==> config.mk <==
export PLATFORM = sky130hd
export DESIGN_NAME = controller_fsm_flat
export DESIGN_NICKNAME = d
export VERILOG_FILES = /design/src/rtl/controller_fsm_pkg.sv /design/src/rtl/controller_fsm_if.sv /design/src/rtl/controller_fsm_cond_eval.sv /design/src/rtl/controller_fsm.sv /design/src/flat_wrapper.sv
export SDC_FILE = /design/constraint.sdc
export NUM_CORES = 1
export LEC_CHECK = 0
export CAP_MARGIN = 20
export CORE_MARGIN = 8
export CORE_UTILIZATION = 42
export DETAILED_ROUTE_END_ITERATION = 6
export GPL_TIMING_DRIVEN = 0
export PLACE_DENSITY = 0.86
export SLEW_MARGIN = 20
export SYNTH_ARGS = -nofsm -noshare
export SYNTH_HDL_FRONTEND = slang
export SYNTH_HIERARCHICAL = 1
export SYNTH_SLANG_ARGS = --single-unit
==> constraint.sdc <==
create_clock -name clk -period 4 [get_ports clk]
set_input_delay 0.6 -clock clk [delete_from_list [all_inputs] [get_ports clk]]
set_output_delay 0.6 -clock clk [all_outputs]
set_load 0.02 [all_outputs]
==> src/rtl/controller_fsm_pkg.sv <==
// Shared types and encodings for the multicycle controller: states, opcode/ext
// fields, ALU ops, branch conditions, PSR bit positions and writeback mux codes.
package controller_pkg;

  localparam int WIDTH   = 16;
  localparam int REGBITS = 4;

  typedef enum logic [3:0] {
    S_RST, S_FETCH, S_DECODE, S_EXEC, S_SHIFT,
    S_LD_ADDR, S_LD_WB, S_ST_ADDR, S_ST_WR,
    S_JAL, S_JCOND, S_BCOND, S_HALT
  } state_t;

  localparam logic [3:0] OP_RTYPE = 4'b0000;
  localparam logic [3:0] OP_ANDI  = 4'b0001;
  localparam logic [3:0] OP_ORI   = 4'b0010;
  localparam logic [3:0] OP_XORI  = 4'b0011;
  localparam logic [3:0] OP_MEM   = 4'b0100;
  localparam logic [3:0] OP_ADDI  = 4'b0101;
  localparam logic [3:0] OP_SHIFT = 4'b1000;
  localparam logic [3:0] OP_SUBI  = 4'b1001;
  localparam logic [3:0] OP_CMPI  = 4'b1011;
  localparam logic [3:0] OP_BCOND = 4'b1100;
  localparam logic [3:0] OP_MOVI  = 4'b1101;
  localparam logic [3:0] OP_LUI   = 4'b1111;

  localparam logic [3:0] EXT_LOAD  = 4'b0000;
  localparam logic [3:0] EXT_STOR  = 4'b0100;
  localparam logic [3:0] EXT_JAL   = 4'b1000;
  localparam logic [3:0] EXT_JCOND = 4'b1100;

  localparam logic [3:0] ALU_ADD = 4'b0000;
  localparam logic [3:0] ALU_SUB = 4'b0001;
  localparam logic [3:0] ALU_AND = 4'b0010;
  localparam logic [3:0] ALU_OR  = 4'b0011;
  localparam logic [3:0] ALU_XOR = 4'b0100;
  localparam logic [3:0] ALU_MOV = 4'b0101;
  localparam logic [3:0] ALU_LUI = 4'b0110;
  localparam logic [3:0] ALU_CMP = 4'b0111;

  localparam logic [3:0] CC_EQ = 4'b0000;
  localparam logic [3:0] CC_NE = 4'b0001;
  localparam logic [3:0] CC_CS = 4'b0010;
  localparam logic [3:0] CC_CC = 4'b0011;
  localparam logic [3:0] CC_HI = 4'b0100;
  localparam logic [3:0] CC_LS = 4'b0101;
  localparam logic [3:0] CC_GT = 4'b0110;
  localparam logic [3:0] CC_LE = 4'b0111;
  localparam logic [3:0] CC_FS = 4'b1000;
  localparam logic [3:0] CC_FC = 4'b1001;
  localparam logic [3:0] CC_LO = 4'b1010;
  localparam logic [3:0] CC_HS = 4'b1011;
  localparam logic [3:0] CC_LT = 4'b1100;
  localparam logic [3:0] CC_GE = 4'b1101;
  localparam logic [3:0] CC_UC = 4'b1110;

  localparam int PSR_C = 0;
  localparam int PSR_L = 2;
  localparam int PSR_F = 5;
  localparam int PSR_Z = 6;
  localparam int PSR_N = 7;

  localparam logic [1:0] CR_ALU   = 2'b00;
  localparam logic [1:0] CR_SHIFT = 2'b01;
  localparam logic [1:0] CR_MEM   = 2'b10;
  localparam logic [1:0] CR_PC    = 2'b11;

  // Immediate opcodes map onto the same ALU ops their R-type twins use.
  function automatic logic [3:0] imm_alu(input logic [3:0] op);
    case (op)
      OP_ADDI: imm_alu = ALU_ADD;
      OP_SUBI: imm_alu = ALU_SUB;
      OP_CMPI: imm_alu = ALU_CMP;
      OP_ANDI: imm_alu = ALU_AND;
      OP_ORI:  imm_alu = ALU_OR;
      OP_XORI: imm_alu = ALU_XOR;
      OP_MOVI: imm_alu = ALU_MOV;
      OP_LUI:  imm_alu = ALU_LUI;
      default: imm_alu = ALU_ADD;
    endcase
  endfunction

endpackage

==> src/rtl/controller_fsm_if.sv <==
// Datapath control bundle: instruction word and flags in, enables/selects out.
// master = controller side, slave = datapath side.
interface controller_fsm_if #(
  parameter int WIDTH   = 16,
  parameter int REGBITS = 4
);
  logic [WIDTH-1:0]   instr;
  logic [7:0]         PSROut;
  logic               PCEN, PSREN, nextInstruction, updateAddress;
  logic               StoreReg, WriteData, regWrite;
  logic               ZeroExtend, PCinstruction, SrcB, shiftType;
  logic               JmpEN, BranchEN, JALEN;
  logic [REGBITS-1:0] ALUcond;
  logic [7:0]         shiftAmt;
  logic [1:0]         chooseResult;

  modport master (
    input  instr, PSROut,
    output PCEN, PSREN, nextInstruction, updateAddress, StoreReg, WriteData,
           regWrite, ZeroExtend, PCinstruction, SrcB, shiftType, JmpEN,
           BranchEN, JALEN, ALUcond, shiftAmt, chooseResult
  );

  modport slave (
    output instr, PSROut,
    input  PCEN, PSREN, nextInstruction, updateAddress, StoreReg, WriteData,
           regWrite, ZeroExtend, PCinstruction, SrcB, shiftType, JmpEN,
           BranchEN, JALEN, ALUcond, shiftAmt, chooseResult
  );
endinterface

==> src/rtl/controller_fsm_cond_eval.sv <==
// Branch/jump condition evaluator: 4-bit condition code against PSR flags.
module cond_eval
  import controller_pkg::*;
(
  input  logic [3:0] cond_i,
  input  logic [7:0] psr_i,
  output logic       taken_o
);

  logic c, l, f, z, n;
  logic unused_psr;

  assign c = psr_i[PSR_C];
  assign l = psr_i[PSR_L];
  assign f = psr_i[PSR_F];
  assign z = psr_i[PSR_Z];
  assign n = psr_i[PSR_N];
  assign unused_psr = ^{psr_i[4:3], psr_i[1]};

  always_comb begin
    taken_o = 1'b0;
    case (cond_i)
      CC_EQ: taken_o = z;
      CC_NE: taken_o = ~z;
      CC_CS: taken_o = c;
      CC_CC: taken_o = ~c;
      CC_HI: taken_o = l;
      CC_LS: taken_o = ~l;
      CC_GT: taken_o = n;
      CC_LE: taken_o = ~n;
      CC_FS: taken_o = f;
      CC_FC: taken_o = ~f;
      CC_LO: taken_o = ~l & ~z;
      CC_HS: taken_o = l | z;
      CC_LT: taken_o = ~n & ~z;
      CC_GE: taken_o = n | z;
      CC_UC: taken_o = 1'b1;
      default: taken_o = 1'b0;
    endcase
  end

endmodule

==> src/rtl/controller_fsm.sv <==
// Multicycle Moore control FSM driving all datapath enables/selects.
// HALT_ON_ILLEGAL_EN: undefined encodings park in HALT instead of acting as a NOP.
module controller_fsm
  import controller_pkg::*;
#(
  parameter int WIDTH   = controller_pkg::WIDTH,
  parameter int REGBITS = controller_pkg::REGBITS
) (
  input  logic              clk,
  input  logic              reset,
  controller_fsm_if.master  dp
);

  state_t state_q, state_d;

  logic [WIDTH-1:0]   instr_w;
  logic [3:0]         op, rdest, ext;
  logic [3:0]         alu;
  logic               taken;

  assign instr_w = dp.instr;
  assign op      = instr_w[15:12];
  assign rdest   = instr_w[11:8];
  assign ext     = instr_w[7:4];
  assign alu     = (op == OP_RTYPE) ? ext : imm_alu(op);

  cond_eval u_cond (
    .cond_i  (rdest),
    .psr_i   (dp.PSROut),
    .taken_o (taken)
  );

  always_ff @(posedge clk or posedge reset) begin
    if (reset) state_q <= S_RST;
    else       state_q <= state_d;
  end

  always_comb begin
    state_d            = state_q;
    dp.PCEN            = 1'b0;
    dp.PSREN           = 1'b0;
    dp.nextInstruction = 1'b0;
    dp.updateAddress   = 1'b0;
    dp.StoreReg        = 1'b0;
    dp.WriteData       = 1'b0;
    dp.regWrite        = 1'b0;
    dp.ZeroExtend      = 1'b0;
    dp.PCinstruction   = 1'b0;
    dp.SrcB            = 1'b0;
    dp.shiftType       = 1'b0;
    dp.JmpEN           = 1'b0;
    dp.BranchEN        = 1'b0;
    dp.JALEN           = 1'b0;
    dp.ALUcond         = '0;
    dp.shiftAmt        = 8'h00;
    dp.chooseResult    = CR_ALU;

    case (state_q)
      S_RST: state_d = S_FETCH;

      S_FETCH: begin
        dp.PCinstruction   = 1'b1;
        dp.nextInstruction = 1'b1;
        dp.PCEN            = 1'b1;
        state_d            = S_DECODE;
      end

      S_DECODE: begin
        case (op)
          OP_RTYPE, OP_ADDI, OP_SUBI, OP_CMPI, OP_ANDI,
          OP_ORI, OP_XORI, OP_MOVI, OP_LUI: state_d = S_EXEC;
          OP_SHIFT: state_d = S_SHIFT;
          OP_BCOND: state_d = S_BCOND;
          OP_MEM: begin
            case (ext)
              EXT_LOAD:  state_d = S_LD_ADDR;
              EXT_STOR:  state_d = S_ST_ADDR;
              EXT_JAL:   state_d = S_JAL;
              EXT_JCOND: state_d = S_JCOND;
`ifdef HALT_ON_ILLEGAL_EN
              default:   state_d = S_HALT;
`else
              default:   state_d = S_FETCH;
`endif
            endcase
          end
`ifdef HALT_ON_ILLEGAL_EN
          default: state_d = S_HALT;
`else
          default: state_d = S_FETCH;
`endif
        endcase
      end

      // R-type and immediate forms share one ALU op, so flag/write rules key off it.
      S_EXEC: begin
        dp.ALUcond    = alu[REGBITS-1:0];
        dp.SrcB       = (op != OP_RTYPE);
        dp.ZeroExtend = (op == OP_ANDI) || (op == OP_ORI) || (op == OP_XORI);
        dp.regWrite   = (alu != ALU_CMP);
        dp.PSREN      = (alu == ALU_ADD) || (alu == ALU_SUB) || (alu == ALU_CMP);
        state_d       = S_FETCH;
      end

      S_SHIFT: begin
        dp.shiftType    = ~ext[2];
        dp.shiftAmt     = instr_w[7:0];
        dp.chooseResult = CR_SHIFT;
        dp.regWrite     = 1'b1;
        state_d         = S_FETCH;
      end

      S_LD_ADDR: begin
        dp.updateAddress = 1'b1;
        state_d          = S_LD_WB;
      end

      S_LD_WB: begin
        dp.chooseResult = CR_MEM;
        dp.regWrite     = 1'b1;
        state_d         = S_FETCH;
      end

      S_ST_ADDR: begin
        dp.updateAddress = 1'b1;
        state_d          = S_ST_WR;
      end

      S_ST_WR: begin
        dp.StoreReg  = 1'b1;
        dp.WriteData = 1'b1;
        state_d      = S_FETCH;
      end

      S_BCOND: begin
        dp.BranchEN = taken;
        dp.PCEN     = taken;
        state_d     = S_FETCH;
      end

      S_JCOND: begin
        dp.JmpEN = taken;
        dp.PCEN  = taken;
        state_d  = S_FETCH;
      end

      S_JAL: begin
        dp.JALEN        = 1'b1;
        dp.chooseResult = CR_PC;
        dp.regWrite     = 1'b1;
        dp.PCEN         = 1'b1;
        state_d         = S_FETCH;
      end

      S_HALT: state_d = S_HALT;

      default: state_d = S_RST;
    endcase
  end

endmodule

==> src/flat_wrapper.sv <==
// flat-port wrapper written by rule: the top's interface ports become plain ports
module controller_fsm_flat import controller_pkg::*;
#(
  parameter int WIDTH   = controller_pkg::WIDTH,
  parameter int REGBITS = controller_pkg::REGBITS
)
  (clk, reset, dp_instr, dp_PSROut, dp_PCEN, dp_PSREN, dp_nextInstruction, dp_updateAddress, dp_StoreReg, dp_WriteData, dp_regWrite, dp_ZeroExtend, dp_PCinstruction, dp_SrcB, dp_shiftType, dp_JmpEN, dp_BranchEN, dp_JALEN, dp_ALUcond, dp_shiftAmt, dp_chooseResult);
  controller_fsm_if #(.WIDTH(WIDTH), .REGBITS(REGBITS)) dp_i ();
  input  logic clk;
  input  logic reset;
  input wire logic [$bits(dp_i.instr)-1:0] dp_instr;
  input wire logic [$bits(dp_i.PSROut)-1:0] dp_PSROut;
  output wire logic [$bits(dp_i.PCEN)-1:0] dp_PCEN;
  output wire logic [$bits(dp_i.PSREN)-1:0] dp_PSREN;
  output wire logic [$bits(dp_i.nextInstruction)-1:0] dp_nextInstruction;
  output wire logic [$bits(dp_i.updateAddress)-1:0] dp_updateAddress;
  output wire logic [$bits(dp_i.StoreReg)-1:0] dp_StoreReg;
  output wire logic [$bits(dp_i.WriteData)-1:0] dp_WriteData;
  output wire logic [$bits(dp_i.regWrite)-1:0] dp_regWrite;
  output wire logic [$bits(dp_i.ZeroExtend)-1:0] dp_ZeroExtend;
  output wire logic [$bits(dp_i.PCinstruction)-1:0] dp_PCinstruction;
  output wire logic [$bits(dp_i.SrcB)-1:0] dp_SrcB;
  output wire logic [$bits(dp_i.shiftType)-1:0] dp_shiftType;
  output wire logic [$bits(dp_i.JmpEN)-1:0] dp_JmpEN;
  output wire logic [$bits(dp_i.BranchEN)-1:0] dp_BranchEN;
  output wire logic [$bits(dp_i.JALEN)-1:0] dp_JALEN;
  output wire logic [$bits(dp_i.ALUcond)-1:0] dp_ALUcond;
  output wire logic [$bits(dp_i.shiftAmt)-1:0] dp_shiftAmt;
  output wire logic [$bits(dp_i.chooseResult)-1:0] dp_chooseResult;
  assign dp_i.instr = dp_instr;
  assign dp_i.PSROut = dp_PSROut;
  assign dp_PCEN = dp_i.PCEN;
  assign dp_PSREN = dp_i.PSREN;
  assign dp_nextInstruction = dp_i.nextInstruction;
  assign dp_updateAddress = dp_i.updateAddress;
  assign dp_StoreReg = dp_i.StoreReg;
  assign dp_WriteData = dp_i.WriteData;
  assign dp_regWrite = dp_i.regWrite;
  assign dp_ZeroExtend = dp_i.ZeroExtend;
  assign dp_PCinstruction = dp_i.PCinstruction;
  assign dp_SrcB = dp_i.SrcB;
  assign dp_shiftType = dp_i.shiftType;
  assign dp_JmpEN = dp_i.JmpEN;
  assign dp_BranchEN = dp_i.BranchEN;
  assign dp_JALEN = dp_i.JALEN;
  assign dp_ALUcond = dp_i.ALUcond;
  assign dp_shiftAmt = dp_i.shiftAmt;
  assign dp_chooseResult = dp_i.chooseResult;
  controller_fsm #(.WIDTH(WIDTH), .REGBITS(REGBITS)) u_core (.clk(clk), .reset(reset), .dp(dp_i));
endmodule
### Yosys cells after proc, flatten, opt, wreduce, memory -nomap -nowiden

Memory sizes are Yosys's and may differ from the RTL's.
Cells that the tools add are included.

* eq/ne operators: 43
* muxes and demuxes: 20
* bitwise operators: 10
* reduce and logical (&&, ||, !) cells: 16

Operators with widths (number)
* $eq A4 B4 Y1 const B: 20
* $eq A4 B3 Y1 const B: 12
* $pmux W4 S4: 2
* $eq A4 B2 Y1 const B: 6
* $pmux W4 S6: 1
* $logic_not A4 Y1: 5
* $eq A4 B1 Y1 const B: 4
* $pmux W1 S15: 1
* $mux W1: 10
* $reduce_or A9 Y1: 1
* $mux W4: 2
* $mux W8: 1
* $reduce_or A8 Y1: 1
* $not A1 Y1: 6
* $pmux W2 S3: 1
* $reduce_or A2 Y1: 3
* $logic_or A1 B1 Y1: 4
* $ne A4 B3 Y1 const B: 1
* $pmux W1 S2: 2
* $reduce_bool A4 Y1: 1
* $reduce_or A3 Y1: 1
* $and A1 B1 Y1: 2
* $or A1 B1 Y1: 2

* register bits after elaboration: 4
* memory bits (read-only): 48
* bits of input ports: 26
* word-level logic and storage cells: 91
* memories: 1

Memories
* (no name shown): words 16, bits a word 3, read ports 1, clocked after memory_dff 0, wr ports 0, line controller_fsm_pkg.sv:70 `case (op)`

### Longest topological paths before layout

Gate-level depths: netlist (run 1).

* word-level depth: 6
* gate-level depth with buffers: 7
* gate-level depth less buffers: 6

### Cells and area by module

The synthesis (run 1) kept the hierarchy.

Modules (own cells, without submodules)
* controller_fsm: instances 1, cells an instance 102, area each 797.0 um2, seq. area each 100.1 um2
* cond_eval: instances 1, cells an instance 25, area each 180.2 um2, seq. area each 0.0 um2

### Least setup slack after synthesis (run 1)

OpenSTA, ideal clock, no wires.

* path kind: input -> output
* from: input dp_instr[10]
* to: output dp_PCEN
* arrival time: 1.986 ns
* setup slack: 1.414 ns
* cell stages on the path: 7
* path through: buf_6 > inv_2 > o311a_1 > o311a_1 > or4_1 > nand3_1 > a21oi_1

* cells in the longest elaborated chain, start to end: 3
* elaborated cells between the ends (all ways): 17
* classes of those cells: eq/ne (14); mux (2); reduce/logical (1)

RTL lines
* from (decl): line flat_wrapper.sv:11 `input wire logic [$bits(dp_i.instr)-1:0] dp_instr;`
* $eq A4 B4 Y1 (tied with other cells): line controller_fsm_cond_eval.sv:22 `case (cond_i)`
* $pmux W1 S15 *: line controller_fsm_cond_eval.sv:22
* named net u_core.taken: line controller_fsm.sv:19 `logic taken;`
* $pmux W1 S2 *: line controller_fsm.sv:58 `case (state_q)`
* to (decl): line flat_wrapper.sv:13 `output wire logic [$bits(dp_i.PCEN)-1:0] dp_PCEN;`

Mark *: on every way through the listed nets, which the timed path passes. The rest lies on a longest branch.

### Worst setup path in the final report (run 1)

* from: input dp_instr[12]
* to: output dp_regWrite

* cells in the longest elaborated chain, start to end: 4
* elaborated cells between the ends (all ways): 5
* classes of those cells: eq/ne (1); mux (2); reduce/logical (1); memory (1)

RTL lines
* $mem_v2 Z16 W3 or $logic_not A4 Y1 (tied branches)
* $mux W4 *: line controller_fsm.sv:25 `assign alu = (op == OP_RTYPE) ? ext : imm_alu(op);`
* $ne A4 B3 Y1 *: line controller_fsm.sv:100 `dp.regWrite = (alu != ALU_CMP);`
* $pmux W1 S2 *: line controller_fsm.sv:58
* to (decl): line flat_wrapper.sv:19 `output wire logic [$bits(dp_i.regWrite)-1:0] dp_regWrite;`

Every way passes the cells marked *; elsewhere a longest branch is shown, timed or not.

==> flow_summary_export.csv, run 1 <==
group,metric,value,unit
yosys,synth.cell_area,977,um2
finish,syn2layout_area_growth,53.0,%
route,maxUsedRoutingLayer,"met4",
route,drt_iter0_drc,48,
sta,rsz0062_at_grt,"false",
setup_path,critPathMaxFanout,9,
clock_tree,cts.repair.resized,0,
yosys,ys.flop_type,"dfrtp_1",
global_routing,antenna_found_initial,0,
yosys,synthCells,127,
clock_tree,cts_made_buffers,3,
global_routing,overflow,0,
finish,drive_above_1_share,0.148,
route,met1_length,1240,um
yosys,yosysWarnings,6,
clock_tree,cts.sinks,4,
floorplan,dieArea,0.00413,mm2
floorplan,die_h,64.2,um
pwr,clkPwrFrac,0.105,
sta,slew-limit-headroom,0.706,
setup_path,crit_end,"dp_regWrite",
setup_path,r2r_cells,4,
yosys,avgSynthCellArea,7.69,um2
setup_path,reg2reg_from,"u_core/state_q[1]",
floorplan,ios,54,
placement,gp_congestion,0.793,
pwr,switching_share,0.474,
sta,setup_tns,0,ns
yosys,async_flop_share,1.00,
global_routing,grt_first_pass_wirelength,4910,um
setup_path,start_kind,"primary input",
floorplan,start_util,0.442,
flow_run,drv_cap,0,
placement,placed_area,0.00147,mm2
clock_tree,cts_buffer_depth,2,
finish,n_antenna_cell,0,
pwr,internal_power,0.000243,W
setup_path,crit_start,"dp_instr[12]",
setup_path,required,3.40,ns
global_routing,track_usage,0.139,
global_routing,first_global_vias,1096,
sta,fin_crit,3.61,ns
floorplan,die_w,64.2,um
setup_path,critical_path_class,"in2out",
pwr,comb_power_share,0.752,
sta,hold_viol,0,
route,drc_errors,0,
route,route.met2.wl,1440,um
sta,fin_worst_skew,0.00118,ns
route,ant_nets,0,
sta,setup_viol,0,
floorplan,coreArea,0.00221,mm2
sta,tightest_slew,0.441,ns
yosys,synth_edf_count,0,
route,dr_total_vias,1128,
sta,slew_viol_final,0,
route,wl,2960,um
clock_tree,cts.clk_slew.worst_paths,0.04,ns
pwr,ir_drop,0.193,mV
setup_path,r2r-end,"u_core/state_q[1]",
clock_tree,htree_levels,1,
outcome,status,"completed",
yosys,yosysSeqAreaShare,0.102,
pwr,seq_power_share,0.142,
route,met3_length,246,um
pwr,net-switching-power,0.000219,W
placement,post-dp-hpwl,2510,um
setup_path,endpoint_kind,"output pin",
clock_tree,cts_tree,"done",
finish,largest_reg_flops,4,
finish,regMostFlops,"u_core/state_q",
sta,post-route-period-util,0.902,
clock_tree,cts_hold_buf,0,
sta,fmax,0.277,GHz
finish,top_regs,"u_core/state_q: 4 flops",
global_routing,grt_max_degree,11,
route,via_per_inst,5.53,
route,wire_per_inst,14.5,um
finish,fin_area,0.00150,mm2
route,drt-pass1-iter-count,4,
pwr,powerDensity,310,mW/mm2
floorplan,std_cell_rows,17,
setup_path,worst-r2r-setup-slack,2.62,ns
yosys,ys_types,51,
setup_path,crit_arrival,3.01,ns
pwr,p_leak,0.598,nW
finish,nets,208,
placement,port_buffers,46,
clock_tree,clockRootBuffer,"clkbuf_4",
yosys,synth_seq_cells,4,
clock_tree,cts_setup_buffers,0,
hold_path,hold_class,"in2async",
yosys,syn-num-nets,157,
clock_tree,clk_latency,0.23,ns
[area by class of cell]
class                      instances  area, um2
fill                             193        717
inverter                           6       22.5
tap                               28       35.0
sequential                         4        100
multi-input combinational        104        754
buffer                            13        100
clock buffer                       3       22.5
timing repair buffer              46        460
[synthesized netlist by cell type (3+ instances only)]
| cell | n | area share |
|---|---|---|
| nand2b_1 | 5 | 0.032 |
| nor3b_1 | 4 | 0.031 |
| ha_1 | 4 | 0.051 |
| buf_6 | 5 | 0.058 |
| and2_1 | 8 | 0.051 |
| dfrtp_1 | 4 | 0.10 |
| nor2_1 | 16 | 0.061 |
| nor4b_1 | 3 | 0.027 |
| clkbuf_1 | 3 | 0.012 |
| a21oi_1 | 7 | 0.036 |
| o211ai_1 | 3 | 0.023 |
| nand2_1 | 5 | 0.019 |
| buf_4 | 3 | 0.023 |
| inv_1 | 5 | 0.019 |
[layer usage]
metal  vias to the layer above  GRT usage
met5                         -          0
met2                        55      0.256
met1                       507      0.150
met4                         0     0.0436
met3                         2     0.0366
li1                        564          -
[power by group through the flow]
| stage | Combinational (W) | Sequential, W | Clock, W |
|---|---|---|---|
| 2_1_floorplan | 0.000211 | 0.0000629 | 0 |
| 4_1_cts | 0.000348 | 0.0000658 | 0.0000501 |
| 6_report | 0.000348 | 0.0000658 | 0.0000488 |
| 3_3_place_gp | 0.000339 | 0.0000655 | 0 |
| 5_1_grt | 0.000376 | 0.0000692 | 0.0000534 |
| 3_5_place_dp | 0.000347 | 0.0000663 | 0 |
[stage by stage]
step,std cells,setup WS [ns],utilization,total power [W],hold slack [ns]
after floorplan,127,1.41,-,0.000274,0.366
after global placement,201,0.464,0.666,0.000404,0.565
after detailed placement,201,0.376,0.666,0.000413,0.582
after CTS,204,0.376,0.676,0.000464,0.556
after global routing,204,0.284,0.676,0.000499,0.558
final,204,0.392,0.676,0.000463,0.556
[cell families (layout without fill, tap and decap cells)]
| family | after synthesis | in the layout | synth area share |
|---|---|---|---|
| flops | 4 | 4 | 0.102 |
| buf+inv | 19 | 68 | 0.125 |
| simple gates | 61 | 61 | 0.385 |
| fa+ha+maj | 4 | 4 | 0.0512 |
| compound gates | 33 | 33 | 0.265 |
| xor+xnor | 2 | 2 | 0.0179 |
| mux | 4 | 4 | 0.0525 |
[critical path, cell delays in order]
cell,delay [ns]
clkdlybuf4s50_1,0.56
inv_1,0.09
ha_1,0.21
buf_6,0.14
mux2_4,0.30
a22oi_2,0.25
a2111oi_2,0.08
a21oi_1,0.14
clkdlybuf4s50_1,0.63
[layout by cell type (no fill, tap or decap), drive strengths merged, types with 2 or more instances in the layout]
cell type	count
clkdlybuf4s50	46
nor2	17
buf	10
and2	8
a21oi	8
inv	6
nand2b	6
clkbuf	6
nand2	5
nor3b	4
ha	4
dfrtp	4
nor4b	3
o211ai	3
nor3	3
a31oi	3
nand3	3
mux2	3
nand4bb	2
or3	2
a211o	2
o41ai	2
o22ai	2
nand3b	2
a22oi	2
xor2	2
a211oi	2
o311a	2
and3	2
[worst min path at each step]
stage	startpoint	slack, ns	to	cells past startpoint
floorplan	reset	0.37	u_core/state_q[0]	1
global placement	u_core/state_q[3]	0.57	u_core/state_q[1]	2
detailed placement	u_core/state_q[3]	0.58	u_core/state_q[1]	2
CTS	reset	0.56	u_core/state_q[0]	2
global route	reset	0.56	u_core/state_q[0]	2
finish	reset	0.56	u_core/state_q[0]	2
(Power assumes the default switching activity.)
==> inputs of run 2 (changes only) <==
--- a/config.mk
+++ b/config.mk
@@ -7,10 +7,11 @@
 export LEC_CHECK = 0
 export CAP_MARGIN = 20
 export CORE_MARGIN = 8
-export CORE_UTILIZATION = 42
+export CORE_UTILIZATION = 63
 export DETAILED_ROUTE_END_ITERATION = 6
+export DONT_BUFFER_PORTS = 1
 export GPL_TIMING_DRIVEN = 0
-export PLACE_DENSITY = 0.86
+export PLACE_DENSITY = 0.79
 export SLEW_MARGIN = 20
 export SYNTH_ARGS = -nofsm -noshare
 export SYNTH_HDL_FRONTEND = slang
==> constraint.sdc (replaced) <==
create_clock -name clk -period 3.7 [get_ports clk]
set_input_delay 0.555 -clock clk [delete_from_list [all_inputs] [get_ports clk]]
set_output_delay 0.555 -clock clk [all_outputs]
set_load 0.02 [all_outputs]
==> run 2 against run 1 <==
Against the previous run: via count shrank 14%; setup slack gained 0.61 ns; critical path depth shrank 6; utilization grew 0.90 points.
==> flow_summary_export.csv, run 2 (same netlist as run 1, synthesis figures left out) <==
group,metric,value,unit
route,ant_nets,0,
sta,hold_viol,0,
setup_path,path_cells,"clkbuf_1 -> nor4b_1 -> buf_4",
pwr,seq_power_share,0.179,
route,wl,2570,um
setup_path,critical_path_class,"reg2out",
pwr,p_leak,0.431,nW
clock_tree,cts_made_buffers,3,
floorplan,std_cell_rows,14,
route,via_per_inst,6.68,
finish,nets,162,
setup_path,crit_arrival,2.14,ns
clock_tree,cts.clk_slew.worst_paths,0.04,ns
sta,rsz0062_at_grt,"false",
setup_path,worst_path_largest_cell_delay,0.98,ns
placement,placed_cells,143,
clock_tree,cts.sinks,4,
sta,setup_viol,0,
placement,gp_congestion,0.796,
clock_tree,cts.repair.resized,0,
global_routing,track_usage,0.156,
clock_tree,cts_tree,"done",
global_routing,antenna_found_initial,0,
finish,syn2layout_area_growth,4.35,%
finish,regMostFlops,"u_core/state_q",
floorplan,start_util,0.656,
clock_tree,cts_setup_buffers,0,
floorplan,coreArea,0.00149,mm2
finish,top_regs,"u_core/state_q: 4 flops",
global_routing,first_global_vias,901,
setup_path,endpoint_kind,"output pin",
flow_run,drv_cap,0,
sta,post-route-period-util,0.728,
sta,tightest_slew,1.11,ns
sta,fmax,0.371,GHz
sta,setup_tns,0,ns
setup_path,cp_slowest_cell,"nor4b_1",
finish,mostFrequentLayoutCell,"nor2_1",
sta,fin_worst_skew,0.000774,ns
global_routing,grt_max_degree,11,
sta,slew_viol_final,0,
route,dr_total_vias,975,
floorplan,ios,54,
clock_tree,cts_buffer_depth,2,
pwr,p_total,0.000393,W
finish,largest_reg_flops,4,
placement,post-dp-hpwl,2110,um
sta,slew-limit-headroom,0.248,
pwr,internal_power,0.000176,W
clock_tree,htree_levels,1,
route,wire_per_inst,17.6,um
floorplan,die_w,55.4,um
hold_path,hold_class,"in2async",
clock_tree,clk_latency,0.23,ns
pwr,clkPwrFrac,0.138,
finish,n_antenna_cell,0,
route,drt-pass1-iter-count,4,
setup_path,start_kind,"register",
pwr,powerDensity,386,mW/mm2
pwr,ir_drop,0.180,mV
global_routing,overflow,0,
global_routing,grt_first_pass_wirelength,4140,um
clock_tree,cts_hold_buf,0,
sta,fin_crit,2.70,ns
route,drc_errors,0,
floorplan,die_h,55.4,um
floorplan,dieArea,0.00307,mm2
outcome,status,"completed",
pwr,comb_power_share,0.683,
setup_path,critPathMaxFanout,10,
route,drt_iter0_drc,61,
finish,mostFrequentLayoutCells,"nor2_1, and2_1, a21oi_1",
setup_path,required,3.14,ns
placement,port_buffers,0,
clock_tree,clockRootBuffer,"clkbuf_4",
finish,fin_cells,146,
pwr,net-switching-power,0.000217,W
pwr,switching_share,0.552,
finish,drive_above_1_share,0.200,
run 2: cell types whose count changed in the layout (fill, tap and decap cells not counted):
cell             previous run  this run
clkdlybuf4s50_1            46         0
run 2: power groups by stage:
| stage | clock network (W) | registers (W) | logic (W) |
|---|---|---|---|
| 6_report | 0.0000543 | 0.0000705 | 0.000268 |
| 5_1_grt | 0.0000579 | 0.0000720 | 0.000294 |
| 4_1_cts | 0.0000556 | 0.0000700 | 0.000267 |
| 3_5_place_dp | 0 | 0.0000705 | 0.000267 |
| 3_3_place_gp | 0 | 0.0000703 | 0.000261 |
| 2_1_floorplan | 0 | 0.0000680 | 0.000228 |
run 2: path summary, 6_finish.rpt:
kind,slack (ns),start,cells after the start,to
min in group clk,0.58,u_core/state_q[3],2,u_core/state_q[1]
min,0.09,reset,1,u_core/state_q[1]
max,1.00,u_core/state_q[1],3,dp_WriteData
max in group asynchronous,3.46,reset,1,u_core/state_q[3]
min reg2reg,0.58,u_core/state_q[3],2,u_core/state_q[1]
max reg2reg,2.32,u_core/state_q[1],4,u_core/state_q[1]
run 2: routing by layer:
layer / track usage / part of all wire
met5: 0 / 0
met4: 0.0669 / 0.0043
met3: 0.0662 / 0.095
met1: 0.178 / 0.41
met2: 0.247 / 0.49
run 2: cell type report:
cell class	instances	area [um2]
clock buffers	3	22.5
well taps	16	20.0
inverters	6	22.5
fillers	135	469
plain buffers	13	100
multi-input cells	104	754
flip-flops and latches	4	100
run 2: metrics by stage:
stage / setup slack (ns) / hold WS, ns / instance area (um2) / utilization
6_report: 1.00 / 0.0903 / 1020 / 0.685
5_1_grt: 0.920 / 0.100 / 1020 / 0.685
3_5_place_dp: 1.05 / 0.336 / 997 / 0.670
3_3_place_gp: 1.10 / 0.329 / 997 / 0.670
2_1_floorplan: 1.20 / 0.321 / 977 / -
4_1_cts: 0.998 / 0.0866 / 1020 / 0.685
run 2: worst max-delay path, delay by kind of cell (launching register included):
family                 cells  cell delay [ns]
and+or+nand+nor            1             0.98
buffers and inverters      2             0.51
DFF                        1             0.40
